===== src/rtl/fetch_stage.sv =====
// Instruction-fetch stage: owns the PC, registers the fetched word into IF/ID.
// Optional halt-on-zero-instruction is built when FETCH_HALT_EN is defined.
module fetch_stage #(
  parameter int              PC_W     = 3,
  parameter int              INSTR_W  = 16,
  parameter logic [PC_W-1:0] RESET_PC = '0
) (
  input  logic               clk,
  input  logic               reset,
  input  logic               stall,
  input  logic               redirect,
  input  logic [PC_W-1:0]    redirect_pc,
  output logic [PC_W-1:0]    pc,
  input  logic [INSTR_W-1:0] instruction,
  output logic               ifid_valid,
  output logic [INSTR_W-1:0] ifid_instr,
  output logic [PC_W-1:0]    ifid_pc,
  output logic [2:0]         ifid_op,
  output logic [2:0]         ifid_rs,
  output logic [2:0]         ifid_rt,
  output logic [2:0]         ifid_rd,
  output logic [3:0]         ifid_func,
  output logic [7:0]         fetch_count,
  output logic               halted
);

  function automatic logic [PC_W-1:0] inc_pc(input logic [PC_W-1:0] cur);
    return cur + PC_W'(1);
  endfunction

  logic [PC_W-1:0]    pc_p0, pc_p0_nxt;
  logic               vld_p1, vld_p1_nxt;
  logic [INSTR_W-1:0] instr_p1, instr_p1_nxt;
  logic [PC_W-1:0]    pc_p1, pc_p1_nxt;
  logic [7:0]         count_q, count_nxt;
  logic               run_mode;

`ifdef FETCH_HALT_EN
  typedef enum logic {RUN = 1'b0, HALT = 1'b1} state_t;
  state_t state_q, state_nxt;

  always_ff @(posedge clk) begin
    if (reset) state_q <= RUN;
    else       state_q <= state_nxt;
  end

  assign run_mode = (state_q == RUN);
  assign halted   = (state_q == HALT);
`else
  assign run_mode = 1'b1;
  assign halted   = 1'b0;
`endif

  // Next-state: reset > redirect > halt hold > stall > fetch
  always_comb begin
    pc_p0_nxt    = pc_p0;
    vld_p1_nxt   = vld_p1;
    instr_p1_nxt = instr_p1;
    pc_p1_nxt    = pc_p1;
    count_nxt    = count_q;
`ifdef FETCH_HALT_EN
    state_nxt    = state_q;
`endif
    if (redirect) begin
      pc_p0_nxt    = redirect_pc;
      vld_p1_nxt   = 1'b0;
      instr_p1_nxt = '0;
      pc_p1_nxt    = '0;
`ifdef FETCH_HALT_EN
      state_nxt    = RUN;
`endif
    end else if (!run_mode) begin
      vld_p1_nxt = 1'b0;
    end else if (stall) begin
      pc_p0_nxt = pc_p0;
`ifdef FETCH_HALT_EN
    end else if (instruction == '0) begin
      // Halt word is not captured; PC keeps pointing at it.
      vld_p1_nxt = 1'b0;
      state_nxt  = HALT;
`endif
    end else begin
      pc_p0_nxt    = inc_pc(pc_p0);
      vld_p1_nxt   = 1'b1;
      instr_p1_nxt = instruction;
      pc_p1_nxt    = pc_p0;
      count_nxt    = count_q + 8'd1;
    end
  end

  // Stage p0 (PC) -> p1 (IF/ID register)
  always_ff @(posedge clk) begin
    if (reset) begin
      pc_p0    <= RESET_PC;
      vld_p1   <= 1'b0;
      instr_p1 <= '0;
      pc_p1    <= '0;
      count_q  <= '0;
    end else begin
      pc_p0    <= pc_p0_nxt;
      vld_p1   <= vld_p1_nxt;
      instr_p1 <= instr_p1_nxt;
      pc_p1    <= pc_p1_nxt;
      count_q  <= count_nxt;
    end
  end

  assign pc          = pc_p0;
  assign ifid_valid  = vld_p1;
  assign ifid_instr  = instr_p1;
  assign ifid_pc     = pc_p1;
  assign fetch_count = count_q;
  assign ifid_op     = instr_p1[15:13];
  assign ifid_rs     = instr_p1[12:10];
  assign ifid_rt     = instr_p1[9:7];
  assign ifid_rd     = instr_p1[6:4];
  assign ifid_func   = instr_p1[3:0];

endmodule


===== config.mk =====
export PLATFORM = sky130hd
export DESIGN_NAME = fetch_stage
export DESIGN_NICKNAME = d
export VERILOG_FILES = /design/src/rtl/fetch_stage.sv
export SDC_FILE = /design/constraint.sdc
export NUM_CORES = 1
export LEC_CHECK = 0
export CORE_MARGIN = 3
export CORE_UTILIZATION = 40
export DETAILED_ROUTE_END_ITERATION = 7
export HOLD_SLACK_MARGIN = 0.05
export PLACE_DENSITY = 0.86
export REMOVE_ABC_BUFFERS = 1
export SLEW_MARGIN = 15
export SYNTH_ARGS = -nofsm -noshare
export SYNTH_HDL_FRONTEND = slang
export SYNTH_SLANG_ARGS = --single-unit

===== constraint.sdc =====
create_clock -name clk -period 2.7 [get_ports clk]
set_clock_uncertainty 0.2 [all_clocks]
set_input_delay 0.27 -clock clk [delete_from_list [all_inputs] [get_ports clk]]
set_output_delay 0.27 -clock clk [all_outputs]
set_load 0.03 [all_outputs]

==> results.toml, run 1 <==
[status]
status = "complete, no violations"

[logic_synthesis]
synth.avg_cell_area_um2 = 9.432
synth_area_um2 = 1349
yosys_warnings = 0
synth.distinct_cells = 26
synth_top_family_by_area = "multiplexers"
ys_ff_latch = 31
synth-compound-area-share_pct = 6.865
synthMuxAreaShare_pct = 14.94
postSynthCellCount = 143
synthSimpleGateAreaFrac_pct = 14.10
synthAdderAreaFrac_pct = 1.855
ys_seq_area_share_pct = 46.01
synth_xor_area_share_pct = 2.597

[detailed_routing]
dr_wl_met2_um = 1491
final_antenna_net_count = 0
wirelength_um = 3380
top_layer = "met4"
drcViolationCount = 0
dr.first_iter.drc_count = 68
via_per_inst = 4.913
met1_length_um = 1448
wl_per_cell_um = 14.08
route.met3.wl_um = 360
via_count = 1179
first_pass_iters = 4

[worst_setup_path]
path_cells = "clkdlybuf4s50_1 -> or3b_1 -> or4_1 -> a21oi_1"
cp_max_fo = 10
cp_num_buf_inv = 1
slowest_stage = "clkdlybuf4s50_1"
required_ns = 2.76
crit_type = "in -> reg"
path_delay_family = "simple AND/OR/NAND/NOR gates"
crit_path_end_kind = "register"
cp.arrival_ns = 2.03
worst_setup_path_start_kind = "input port"
critPathMaxStageDelay_ns = 0.56

[layout]
final_util_pct = 63.40
drive_gt1_share_pct = 5.612
fin_area_um2 = 1983
nets = 220
diodes = 0
areaGrowthSynthToFinish_pct = 47.03

[flow_run]
cap_violations = 0

[clocking]
cts_sinks = 31
tritoncts = "built"
post-cts-setup-buffers = 0
cts_buffer_depth = 2
cts_hold_buf = 0
ctsHtreeMaxLevel = 2
cts_resized = 0
cts_root_buf = "clkbuf_4"
cts.clk_slew.worst_paths_ns = 0.09
clk-insertion-delay-late_ns = 0.33
cts_buffers = 5

[floorplan]
die_area_um2 = 4105
ios = 71
die_w_um = 64.07
core_area_um2 = 3128
die_h_um = 64.07
rows = 20
initial_utilization_pct = 43.12

[global_routing]
gr-usage-all-layers_pct = 17.96
first_global_vias = 1239
grt_max_degree = 29
grt_first_pass_wirelength_um = 5582
antenna_found_initial = 0
grt_overflow_total = 0

[pwr]
power_frac_comb_pct = 19.4
power_density_nw_per_um2 = 466.2
seq_power_share_pct = 52.5
ir_worst_vdd_mv = 0.3079
power_frac_clock_pct = 28.2
swShare_pct = 28.56
p_sw_uw = 264.1
leakagePower_uw = 0.0007531
cellInternalPower_uw = 660.5

[place]
place.gp.congestion = 0.7181
dp_slack_ns = 0.3945
place_area_um2 = 1933
hpwlAfterDp_um = 2515
port_buffers = 69

[timing]
period_needed_ns = 1.973
setup_slack_ns = 0.7270
rsz0062_at_grt = "false"
period_share_pct = 73.07
report.final.slew_viol_count = 0
setup_viol = 0
hold_viol = 0
fin_tns_setup_ns = 0
max_freq_ghz = 0.5068

[worst_hold_path]
hold_class = "reg -> reg"
per-layer routing:
layer / up-vias / global-route usage [%]
met5: - / 0
met4: 0 / 8.086
met3: 10 / 9.842
met2: 67 / 29.16
met1: 537 / 18.95
li1: 565 / -
sequential cells by signal, summed over array words and instances, names as in the netlist:
register	count
ifid_instr	16
pc	3
ifid_pc	3
fetch_count	8
ifid_valid	1
metrics by stage:
step	power, uW	instances	hold slack, ns
floorplan	577.0	118	0.1391
global placement	671.2	232	0.2413
detailed placement	675.2	232	0.2495
CTS	934.7	240	0.2654
global route	963.7	240	0.3101
finish	924.6	240	0.2609
tightest hold or removal path: cells and delay by family (launching register included):
kind                   cells  cell delay [ns]
flip-flops                 1             0.32
buffers and inverters      1             0.05
AO/OA/AOI/OAI              1             0.05
path summary, 6_finish.rpt:
| kind | slack (ns) | start | depth (start not counted) | end |
|---|---|---|---|---|
| setup / recovery | 0.73 | redirect | 4 | fetch_count[6] |
| setup reg to reg | 0.89 | fetch_count[3] | 3 | fetch_count[6] |
| hold reg to reg | 0.26 | ifid_valid | 2 | ifid_valid |
| hold / removal | 0.26 | ifid_valid | 2 | ifid_valid |
cell usage after synthesis (all sizes together):
cell type | number | area share (%)
nor3b | 1 | 0.56
o21ai | 2 | 0.74
nand3 | 2 | 0.74
conb | 1 | 0.28
a21oi | 9 | 3.3
or3 | 1 | 0.56
nor2b | 1 | 0.46
dfxtp | 31 | 46
a211oi | 1 | 0.56
nor2 | 23 | 6.4
o31ai | 4 | 2.2
nand2 | 7 | 1.9
ha | 2 | 1.9
mux2 | 1 | 0.83
or4 | 4 | 2.3
buf | 20 | 11
mux2i | 19 | 14
clkbuf | 5 | 1.5
xnor2 | 4 | 2.6
or3b | 1 | 0.65
inv | 3 | 0.83
or2 | 1 | 0.46
cells in the final DEF (no fill, tap or decap):
cell type,synthesis,layout
a211oi_1,1,1
a21oi_1,9,9
buf_4,17,1
clkbuf_1,4,2
clkbuf_4,0,5
clkdlybuf4s50_1,0,69
clkinv_2,0,1
conb_1,1,1
dfxtp_1,31,31
ha_1,2,2
inv_1,3,3
mux2_2,1,1
mux2i_1,19,19
nand2_1,7,7
nand3_1,2,2
nor2_1,23,23
nor2b_1,1,1
nor3b_1,1,1
o21ai_0,2,2
o31ai_1,4,4
or2_2,1,1
or3_2,1,1
or3b_1,1,1
or4_1,3,3
or4_2,1,1
xnor2_1,4,4
cell families after synthesis:
group	count (synthesis)
and+or+nand+nor	41
xor gates and xnor gates	4
other	1
buffers and inverters	28
DFF	31
muxes	20
AOI/OAI and AO/OA	16
adders and majority gates	2
power groups by stage:
stage	Sequential, uW	Combinational (uW)	Clock (uW)
after floorplan	538	38.8	0
final	485	179	260
after detailed placement	495	180	0
after global placement	495	177	0
after global routing	487	191	286
after CTS	485	181	269
cell type report:
class	instances	area [um^2]
clock buffer	7	45.04
clock inverter	1	5.005
fill	242	1145
inverter	3	11.26
multi-input combinational	84	548.0
sequential	31	620.6
tap	44	55.05
timing repair buffer	70	698.2
Power figures use the tool's default switching activity.
==> inputs of run 2 (changes only) <==
CORE_UTILIZATION = 35   (was 40)
PLACE_DENSITY = 0.8   (was 0.86)
clock period = 1.8 ns   (was 2.7 ns; I/O delays follow)
==> run 2 against run 1 <==
Compared with the run above:
- first-iteration DRC count decreased by 44%
- global-route usage is 4.4 points lower
- flip-flop and latch count stayed put
- via count shrank 6.3%
- wire length down 12%
- count of clock-buffer cells in the layout shrank 1
- utilization is 5.0 points lower
- sequential power rose by 50%
- sequential share of layout area decreased by 1.0 points
- register-to-register slack got worse by 0.77 ns
- critical path type is now reg -> out
- largest power group unchanged
- cell count grew 2.1%
- cell area grew 3.6%
==> results.toml, run 2 (synthesis results as in run 1) <==
[status]
status = "complete, no violations"

[place]
place_area_um2 = 1973
place.gp.congestion = 0.7175
place_inst = 239
hpwlAfterDp_um = 2279
port_buffers = 69

[worst_setup_path]
path_cells = "clkdlybuf4s50_1"
required_ns = 1.42
cp.arrival_ns = 1.36
timing.rr.end = "fetch_count[6]"
critPathMaxStageDelay_ns = 0.70
path_delay_family = "buffers and inverters"
slowest_stage = "clkdlybuf4s50_1"
cp_max_fo = 5
rr_startpoint = "fetch_count[3]"
worstRegToRegCells = 3
crit_type = "reg -> out"
cp_num_buf_inv = 1
worst_setup_path_start_kind = "register"
r2r_slack_ns = 0.12
crit_path_end_kind = "output pin"

[clocking]
clk-insertion-delay-late_ns = 0.27
cts_sinks = 31
tritoncts = "built"
cts_buffer_depth = 2
cts_root_buf = "clkbuf_8"
cts.clk_slew.worst_paths_ns = 0.06
ctsHtreeMaxLevel = 2
cts_buffers = 5

[timing]
period_share_pct = 96.89
rsz0062_at_grt = "false"
period_needed_ns = 1.744
setup_viol = 0
hold_viol = 0
report.final.slew_viol_count = 0
max_freq_ghz = 0.5734

[layout]
largest_register_ff_count = 16
final_common_cell = "clkdlybuf4s50_1"
fillers = 342
final_cell_mix = "clkdlybuf4s50_1 (67), dfxtp_1 (30), nor2_1 (23), mux2i_1 (19), a21oi_1 (9)"
nets = 225
drive_gt1_share_pct = 8.543
fin_cells = 245
fin_area_um2 = 2054
diodes = 0
areaGrowthSynthToFinish_pct = 52.32

[global_routing]
first_global_vias = 1048
grt_first_pass_wirelength_um = 4692
grt_overflow_total = 0
antenna_found_initial = 0
gr-usage-all-layers_pct = 13.56
grt_max_degree = 21

[pwr]
ir_worst_vdd_mv = 0.5194
power_density_nw_per_um2 = 719.1
leakagePower_uw = 0.0008204
power_uw = 1477

[floorplan]
initial_utilization_pct = 38.31
die_h_um = 68.08
die_area_um2 = 4635
ios = 71
core_area_um2 = 3521
rows = 21
die_w_um = 68.08

[worst_hold_path]
holdPathStages = 2
hp-start = "ifid_valid"
hold_class = "reg -> reg"
whs_endpoint = "ifid_valid"

[detailed_routing]
first_pass_iters = 3
drcViolationCount = 0
wirelength_um = 2973
dr.first_iter.drc_count = 38
via_count = 1105
via_per_inst = 4.510
wl_per_cell_um = 12.13
final_antenna_net_count = 0

[flow_run]
cap_violations = 0
## run 2: power breakdown
part,internal [uW],switching (uW)
registers,709,18.7
clock network,257,221
logic,137,136
total,1100,375
## run 2: final cells by class
type / instances / area [um^2] / share of cell area, %
timing repair buffer: 75 / 740.7 / 36.05
inverter: 3 / 11.26 / 0.5481
sequential: 31 / 621.8 / 30.27
tap: 46 / 57.56 / 2.801
clock buffer: 6 / 72.57 / 3.532
multi-input combinational: 84 / 550.5 / 26.80
## run 2: worst reg2reg max path: stages (launching register included)
cell and delay, ns:
dfxtp_2 0.34, or3b_4 0.42, or4_1 0.52, a21oi_1 0.15
## run 2: stage by stage
| stage | setup TNS, ns | worst slack, ns | util, % | hold WS, ns |
|---|---|---|---|---|
| 3_5_place_dp | -2.410 | -0.2776 | 56.04 | 0.2521 |
| 5_1_grt | 0 | 0.003851 | 58.35 | 0.2731 |
| 3_3_place_gp | -1.999 | -0.2117 | 56.04 | 0.2361 |
| 2_1_floorplan | -0.1972 | -0.07070 | - | 0.04907 |
| 4_1_cts | 0 | 0.008972 | 58.10 | 0.2582 |
| 6_report | 0 | 0.05596 | 58.35 | 0.2544 |
## run 2: worst max path at each step
stage	slack, ns	to	start	cells past startpoint
5_1_grt	0.004	fetch_count[6]	stall	4
4_1_cts	0.009	pc[0]	pc[0]	1
2_1_floorplan	-0.07	fetch_count[7]	fetch_count[3]	3
3_3_place_gp	-0.21	fetch_count[7]	stall	4
3_5_place_dp	-0.28	fetch_count[6]	stall	4
6_report	0.06	fetch_count[5]	fetch_count[5]	1
## run 2: layer usage
layer | part of all wire (%) | vias to the layer above | global-route usage, %
met5 | 0 | - | 0
met4 | 0.44 | 0 | 5.211
met3 | 6.8 | 2 | 4.926
met2 | 50 | 34 | 21.18
met1 | 43 | 502 | 16.95
li1 | - | 567 | -
## run 2: repair_timing
| item | 4_1_cts | 5_1_grt |
|---|---|---|
| buffers inserted | 0 | 0 |
| hold buffers | 0 | 0 |
| resized for setup | 0 | 4 |
| setup endpoints to repair | 0 | 6 |
